$ cat config.mk
export PLATFORM = sky130hd
export DESIGN_NAME = aes_128_cbc_encrypt
export DESIGN_NICKNAME = d
export VERILOG_FILES = /design/src/rtl/aes_128_cbc_encrypt.sv
export SDC_FILE = /design/constraint.sdc
export NUM_CORES = 1
export LEC_CHECK = 0
export CORE_AREA = 5 5 353 355
export CTS_BUF_LIST = sky130_fd_sc_hd__clkbuf_4 sky130_fd_sc_hd__clkbuf_8
export DETAILED_ROUTE_END_ITERATION = 8
export DIE_AREA = 0 0 358 360
export GPL_TIMING_DRIVEN = 0
export HOLD_SLACK_MARGIN = 0.1
export MAX_ROUTING_LAYER = met4
export PLACE_DENSITY_LB_ADDON = 0.05
export SLEW_MARGIN = 20
export SYNTH_ARGS = -nofsm -noshare
export SYNTH_HDL_FRONTEND = slang
export SYNTH_SLANG_ARGS = --single-unit
$ cat constraint.sdc
create_clock -name clk -period 3.55 [get_ports clk]
set_input_delay 0.71 -clock clk [delete_from_list [all_inputs] [get_ports clk]]
set_output_delay 0.71 -clock clk [all_outputs]
set_load 0.05 [all_outputs]
$ cat src/rtl/aes_128_cbc_encrypt.sv
// -----------------------------------------------------------------------------
// aes_128_cbc_encrypt
//
// CBC-mode encryption controller. Each accepted plaintext block is XORed with
// the chaining value (the session IV, or the previous ciphertext) and handed
// to an external iterative AES-128 encrypt core through a start/done
// handshake. The core result is returned on a valid/ready output stream and
// becomes the chaining value for the next block. Only one block is in flight
// at a time; there is no buffering.
//
// Optional feature (compile-time macro AES_CBC_ENC_BLKCNT_EN):
//   adds a 32-bit output blk_cnt counting completed output handshakes,
//   cleared on reset and on an accepted sess_start, wrapping at 2^32.
//
// Ports:
//   clk         in   system clock, rising edge
//   rst_n       in   asynchronous active-low reset
//   sess_start  in   session strobe; loads iv/key, honoured only in IDLE
//   iv          in   [127:0] initialisation vector
//   key         in   [127:0] AES key
//   in_valid    in   plaintext block valid
//   in_ready    out  controller can accept a block
//   plaintext   in   [127:0] plaintext block
//   out_valid   out  ciphertext valid
//   out_ready   in   downstream accepts the ciphertext
//   ciphertext  out  [127:0] ciphertext, stable while out_valid is high
//   core_start  out  one-cycle start pulse to the AES core
//   core_key    out  [127:0] registered session key
//   core_din    out  [127:0] registered plaintext ^ chain
//   core_done   in   one-cycle completion pulse from the core
//   core_dout   in   [127:0] core result, valid with core_done
//   blk_cnt     out  [31:0] output handshake count (AES_CBC_ENC_BLKCNT_EN only)
//   busy        out  high in every state except IDLE
// -----------------------------------------------------------------------------
module aes_128_cbc_encrypt (
    input  logic         clk,
    input  logic         rst_n,
    input  logic         sess_start,
    input  logic [127:0] iv,
    input  logic [127:0] key,
    input  logic         in_valid,
    output logic         in_ready,
    input  logic [127:0] plaintext,
    output logic         out_valid,
    input  logic         out_ready,
    output logic [127:0] ciphertext,
    output logic         core_start,
    output logic [127:0] core_key,
    output logic [127:0] core_din,
    input  logic         core_done,
    input  logic [127:0] core_dout,
`ifdef AES_CBC_ENC_BLKCNT_EN
    output logic [31:0]  blk_cnt,
`endif
    output logic         busy
);

    typedef enum logic [1:0] {
        ST_IDLE  = 2'd0,
        ST_START = 2'd1,
        ST_WAIT  = 2'd2,
        ST_OUT   = 2'd3
    } state_e;

    // CBC pre-whitening: the block entering the cipher is plaintext ^ chain.
    function automatic logic [127:0] cbc_mix(
        input logic [127:0] blk,
        input logic [127:0] chain
    );
        return blk ^ chain;
    endfunction

    state_e       state_q,      state_d;
    logic         idle_q,       idle_d;
    logic         out_valid_q,  out_valid_d;
    logic         core_start_q, core_start_d;
    logic         busy_q,       busy_d;
    logic [127:0] ciphertext_q, ciphertext_d;
    logic [127:0] core_din_q,   core_din_d;
    logic [127:0] core_key_q,   core_key_d;
    logic [127:0] chain_q,      chain_d;
`ifdef AES_CBC_ENC_BLKCNT_EN
    logic [31:0]  blk_cnt_q,    blk_cnt_d;
`endif

    // Next-state and datapath decode for the single-block CBC sequencer.
    always_comb begin
        state_d      = state_q;
        idle_d       = idle_q;
        out_valid_d  = out_valid_q;
        core_start_d = 1'b0;
        busy_d       = busy_q;
        ciphertext_d = ciphertext_q;
        core_din_d   = core_din_q;
        core_key_d   = core_key_q;
        chain_d      = chain_q;
`ifdef AES_CBC_ENC_BLKCNT_EN
        blk_cnt_d    = blk_cnt_q;
`endif

        case (state_q)
            ST_IDLE: begin
                // A session load wins over a waiting block; the block is taken
                // next cycle and therefore chains from the freshly loaded IV.
                if (sess_start) begin
                    chain_d    = iv;
                    core_key_d = key;
`ifdef AES_CBC_ENC_BLKCNT_EN
                    blk_cnt_d  = 32'd0;
`endif
                end else if (in_valid) begin
                    core_din_d   = cbc_mix(plaintext, chain_q);
                    state_d      = ST_START;
                    core_start_d = 1'b1;
                    idle_d       = 1'b0;
                    busy_d       = 1'b1;
                end else begin
                    state_d = ST_IDLE;
                end
            end

            ST_START: begin
                state_d = ST_WAIT;
            end

            ST_WAIT: begin
                if (core_done) begin
                    ciphertext_d = core_dout;
                    out_valid_d  = 1'b1;
                    state_d      = ST_OUT;
                end else begin
                    state_d = ST_WAIT;
                end
            end

            ST_OUT: begin
                // The ciphertext just delivered becomes the next chaining value.
                if (out_ready) begin
                    chain_d     = ciphertext_q;
                    out_valid_d = 1'b0;
                    idle_d      = 1'b1;
                    busy_d      = 1'b0;
                    state_d     = ST_IDLE;
`ifdef AES_CBC_ENC_BLKCNT_EN
                    blk_cnt_d   = blk_cnt_q + 32'd1;
`endif
                end else begin
                    state_d = ST_OUT;
                end
            end

            default: begin
                // Unreachable encoding: fall back to a clean idle handshake state.
                state_d     = ST_IDLE;
                out_valid_d = 1'b0;
                idle_d      = 1'b1;
                busy_d      = 1'b0;
            end
        endcase
    end

    // State and output registers; reset discards any in-flight block.
    always_ff @(posedge clk or negedge rst_n) begin
        if (!rst_n) begin
            state_q      <= ST_IDLE;
            idle_q       <= 1'b1;
            out_valid_q  <= 1'b0;
            core_start_q <= 1'b0;
            busy_q       <= 1'b0;
            ciphertext_q <= 128'd0;
            core_din_q   <= 128'd0;
            core_key_q   <= 128'd0;
            chain_q      <= 128'd0;
`ifdef AES_CBC_ENC_BLKCNT_EN
            blk_cnt_q    <= 32'd0;
`endif
        end else begin
            state_q      <= state_d;
            idle_q       <= idle_d;
            out_valid_q  <= out_valid_d;
            core_start_q <= core_start_d;
            busy_q       <= busy_d;
            ciphertext_q <= ciphertext_d;
            core_din_q   <= core_din_d;
            core_key_q   <= core_key_d;
            chain_q      <= chain_d;
`ifdef AES_CBC_ENC_BLKCNT_EN
            blk_cnt_q    <= blk_cnt_d;
`endif
        end
    end

    // in_ready is the registered idle flag, masked in the cycle a session
    // strobe is being honoured so the block is not taken alongside it.
    assign in_ready   = idle_q & ~sess_start;
    assign out_valid  = out_valid_q;
    assign ciphertext = ciphertext_q;
    assign core_start = core_start_q;
    assign core_key   = core_key_q;
    assign core_din   = core_din_q;
    assign busy       = busy_q;
`ifdef AES_CBC_ENC_BLKCNT_EN
    assign blk_cnt    = blk_cnt_q;
`endif

endmodule

### Word level (Yosys, flattened, before mapping)

Index checks and enable logic that the tools add are counted.

| word-level totals | value |
|---|---|
| register bits | 518 |
| input port bits | 518 |
| logic and storage cells | 50 |

| cells by class | value |
|---|---|
| eq/ne operators | 8 |
| muxes and demuxes | 21 |
| bitwise gates (word level) | 3 |
| reductions and logical operators | 9 |

Operators by type and width:

| cell | number |
|---|---|
| 128-bit 2-to-1 mux | 2 |
| 128-bit case mux with 2 select lines | 1 |
| 128-bit XOR | 1 |
| 1-bit 2-to-1 mux | 12 |
| 2-bit != test, second input constant | 5 |
| 3-bit AND reduction | 3 |
| 2-bit case mux with 4 select lines | 1 |
| 1-bit case mux with 2 select lines | 3 |
| 2-bit == test, second input constant | 2 |
| 2-bit 2-to-1 mux | 2 |
| 2-bit AND reduction | 2 |
| 4-bit AND reduction | 1 |
| 2-bit nonzero test | 2 |
| 2-bit by 1-bit == test with 1-bit output, second input constant | 1 |
| 2-bit zero test | 1 |
| 1-bit bitwise AND | 1 |
| 1-bit inverter | 1 |

### Logic depth before layout (Yosys ltp)

| logic depth | value |
|---|---|
| depth in word-level cells | 3 |
| gate-level depth with buffers | 7 |
| mapped depth without buffers | 3 |

### Least setup slack after synthesis

Ideal clock, no wire load.

| path | value |
|---|---|
| path type | input-to-output |
| start point | input port sess_start |
| end point | output port in_ready |
| arrival time | 1.364 ns |
| setup slack | 1.476 ns |
| stages on the path | 1 |
| cell sequence | nor2_1 |

| between the ends | value |
|---|---|
| word-level cells in the longest chain between the ends | 2 |

Ends and longest elaborated chain:

| element | line | RTL |
|---|---|---|
| from (decl) | 38 | `input logic sess_start,` |
| 1-bit inverter (no source line) | - |  |
| 1-bit bitwise AND | 195 | `assign in_ready = idle_q & ~sess_start;` |
| to (decl) | 42 | `output logic in_ready,` |

Every way passes these cells.

### Worst setup path in the final report

| path | value |
|---|---|
| start point | register state_q[1] |
| end point | register core_din_q[97], in the netlist core_din[97] |

| between the ends | value |
|---|---|
| word-level cells in the longest chain between the ends | 2 |

Ends and longest elaborated chain:

| element | line | RTL |
|---|---|---|
| from (decl) | 73 | `state_e state_q, state_d;` |
| from (signal assigned) | 178 | `state_q <= state_d;` |
| 2-bit zero test | 101 | `case (state_q)` |
| 3-bit AND reduction (no source line) | - |  |
| to (signal assigned) | 184 | `core_din_q <= core_din_d;` |
| to (decl) | 79 | `logic [127:0] core_din_q, core_din_d;` |

Every way passes these cells.
A chain may end at the register's enable or synchronous reset.

==> impl_results.md <==
* Outcome: finished, final reports clean
* Crit path max-delay family: buffers and inverters
* First DRT Iteration DRCs at roughly 730
* Final Hold Viols at 0
* Avg Cell Area, Syn at 13.11 um2
* Dominant cells by area after synthesis: dfrtp_1, mux2_4, mux2_2
* Num CTS Buffers at around 110
* Post-route insts no fill at 4440
* Worst min path class: flop to flop
* Mux share of post-synthesis cell area at 0.2087
* Max_cap viols at 0
* CP peak stage delay at ~880 ps
* Post-synthesis compound-gate area fraction at 0.05984
* Layout Skew at 45.84 ps
* Die height at 360 um
* Post-Place Worst Slack at -403.1 ps
* Final wirelength at 107.6 mm
* Global-route wire length before repair at 147.7 mm
* Port bufs at 905
* CORE AREA at 121100 um2
* Post-Synth Adder-Cell Area at 0
* Placed cell count at 4209
* Routed vias at between 15000 and 20000
* CTS tree: yes
* Share of post-route cells with drive strength above 1 at 0.1932
* Seq/Total Area, Yosys at 0.5910
* Residual DRC at 0
* H-tree depth at 3
* Mapped Area at roughly 22000 um2
* Critical Path Most Common Cell: buf_2
* Nets at 3212
* Die area at approximately 130000 um2
* Worst Hold Launch: busy
* Synth unique cells at 29
* Net Count, Synth at 2191
* Row count at 128
* Slew Limit Fails at 0
* R2r startpoint: state_q[1]
* GPL Wtd Cong at 0.8036
* Remaining global-route overflow at 0
* Crit-path max FO at 10
* Total GRT Usage at 0.1653
* Hold Path Stages at 1
* Synth warnings at 0
* Main combinational cell family by area after synthesis: multiplexers
* Max-slew headroom at 0.2721
* Hold endpoint: busy
* Critical path, cell by cell: buf_2 > nor4b_2 > clkbuf_1 > buf_2 > a21oi_1
* Area Growth Syn to Fin at 62.38%
* FF+latch count, synth at ~520
* VDD IR max at 0.0004787 V
* Worst-path clk slew at roughly 50 ps
* Synthesized-area fraction occupied by and/or/nand/nor cells at 0.05419
* Clock Latency Late Sink at around 750 ps
* # setup viols final at 0
* Reg-to-reg slack, setup at 470 ps
* Vias in the first global route at 19350
* TritonCTS Sinks at just over 500
* XOR/XNOR Fraction of Synth Area at 0.05111
* IO Pins at 906
* Worst slew pin tran at 1092 ps
* ANT nets after route at 0
* Root Driver: clkbuf_8
* Worst R2R End: core_din[97]
* Initial antenna violation count at 49
* Share of the synthesized area in the top cell type at 0.5898
* Startpoint types: flop
* Pwr dens at around 1100 nW/um2
* Crit path DAT at 3660 ps
* PostCTS Resize Cnt at 0
* Post-DP HPWL at 84.83 mm
* Worst Path Buf+Inv at 3
* F_max at 324.8 MHz
* Syn Inst Count at about 1700
* Crit. End Element: flop
* Routed len/inst at 24.23 um
* Leak at 15.28 nW
* Final min period at ~3000 ps
* Vias per inst at 3.912
* Largest net degree at the start of global routing at 88
* R2R depth at 5
* Largest area contributor in the netlist: dfrtp_1
* Slowest-stage cell, CP: nor4b_2
* RSZ-0062 raised after global routing: false
* Crit share post-route at 0.8673
* Crit Path Category: flop to flop
* Die Width at roughly 360 um
* Final Worst Setup Slack at 471.2 ps
* Initial Utilization at 0.1812
* Worst Path Required at 4130 ps
* Pre-antenna DRT Iters at 5
* Max Root-Sink Buffers at 3
state kept, by name, indices dropped and copies added (netlist names):
register / flops
core_key: 128
busy: 1
out_valid: 1
chain_q: 128
idle_q: 1
ciphertext: 128
core_din: 128
core_start: 1
state_q: 2
power breakdown:
group | total, W | switching, W | internal [W]
Sequential | 0.0109 | 0.00198 | 0.00890
Combinational | 0.0217 | 0.0136 | 0.00807
Clock | 0.00685 | 0.00294 | 0.00390
Total | 0.0394 | 0.0186 | 0.0209
worst max-delay path by stage:
stage	start	endpoint	slack, ps	cells past startpoint
floorplan	sess_start	in_ready	1480	1
global placement	rst_n	ciphertext[11]	-24330	1
finish	state_q[1]	core_din[97]	470	5
CTS	state_q[1]	core_din[97]	200	5
global route	state_q[1]	core_din[97]	210	5
detailed placement	sess_start	core_din[95]	-400	5
kinds of logic after synthesis:
logic type,count (synthesis)
flops,518
mux,384
simple gates,266
compound gates,261
xor+xnor,128
buf+inv,116
cell usage in the layout, fill, tap and decap left out, types with 2 or more instances in the layout:
master / count
a21oi_1: 130
bufinv_16: 2
nand3_1: 129
inv_8: 3
buf_8: 11
buf_4: 8
diode_2: 40
buf_16: 6
o21ai_1: 120
clkinvlp_4: 2
clkbuf_2: 2
buf_1: 9
o21ai_0: 8
clkinv_2: 16
mux2_1: 2
nand2_1: 3
clkbuf_8: 137
mux2_4: 110
dfrtp_1: 517
nor2_1: 129
buf_6: 16
mux2i_1: 128
buf_2: 45
mux2_2: 144
clkdlybuf4s50_1: 904
xnor2_1: 128
clkbuf_4: 29
clkbuf_1: 24
routing by layer:
metal  share of wire  global-route usage  up-vias
met5               0                   -        -
met1            0.37              0.1691     8582
met3           0.094             0.06583      169
met4           0.032             0.05930        0
met2            0.51              0.2863      672
li1                -                   -     7947
synthesized netlist by cell type (all sizes together):
master,instances
dfrtp,517
mux2,256
a21oi,130
nand3,129
nor2,129
mux2i,128
o21ai,128
xnor2,128
buf,89
clkbuf,26
nand2,3
a21o,1
and2,1
dfstp,1
inv,1
nand3b,1
nor3b,1
nor4b,1
o21a,1
o22ai,1
or3b,1
cell type report:
class / instances / area [um2]
diodes: 40 / 100.1
plain buffers: 115 / 769.5
clock buffers: 166 / 2103
clock inverters: 24 / 205.2
fillers: 12610 / 85460
inverters: 1 / 3.754
multi-input cells: 1039 / 8199
flip-flops and latches: 518 / 12960
well taps: 1625 / 2033
repair buffers: 912 / 9239
timing repair:
| action | CTS | global route |
|---|---|---|
| setup endpoints to repair | 0 | 0 |
| setup buffers | 0 | 0 |
| hold buffers | 1 | 0 |
| endpoints found under the hold margin | 69 | 0 |
through the flow:
stage	util	hold slack, ps	power [W]	cell area [um2]	setup TNS [ps]
finish	0.2942	478.6	0.03943	35620	0
CTS	0.2933	428.3	0.04026	35520	0
detailed placement	0.2742	473.8	0.03307	33200	-29320
global route	0.2941	477.0	0.04149	35610	0
global placement	0.2728	469.0	0.03301	33030	-
floorplan	-	414.4	0.02440	21930	0
No activity file was read; power rests on OpenSTA's default activity.
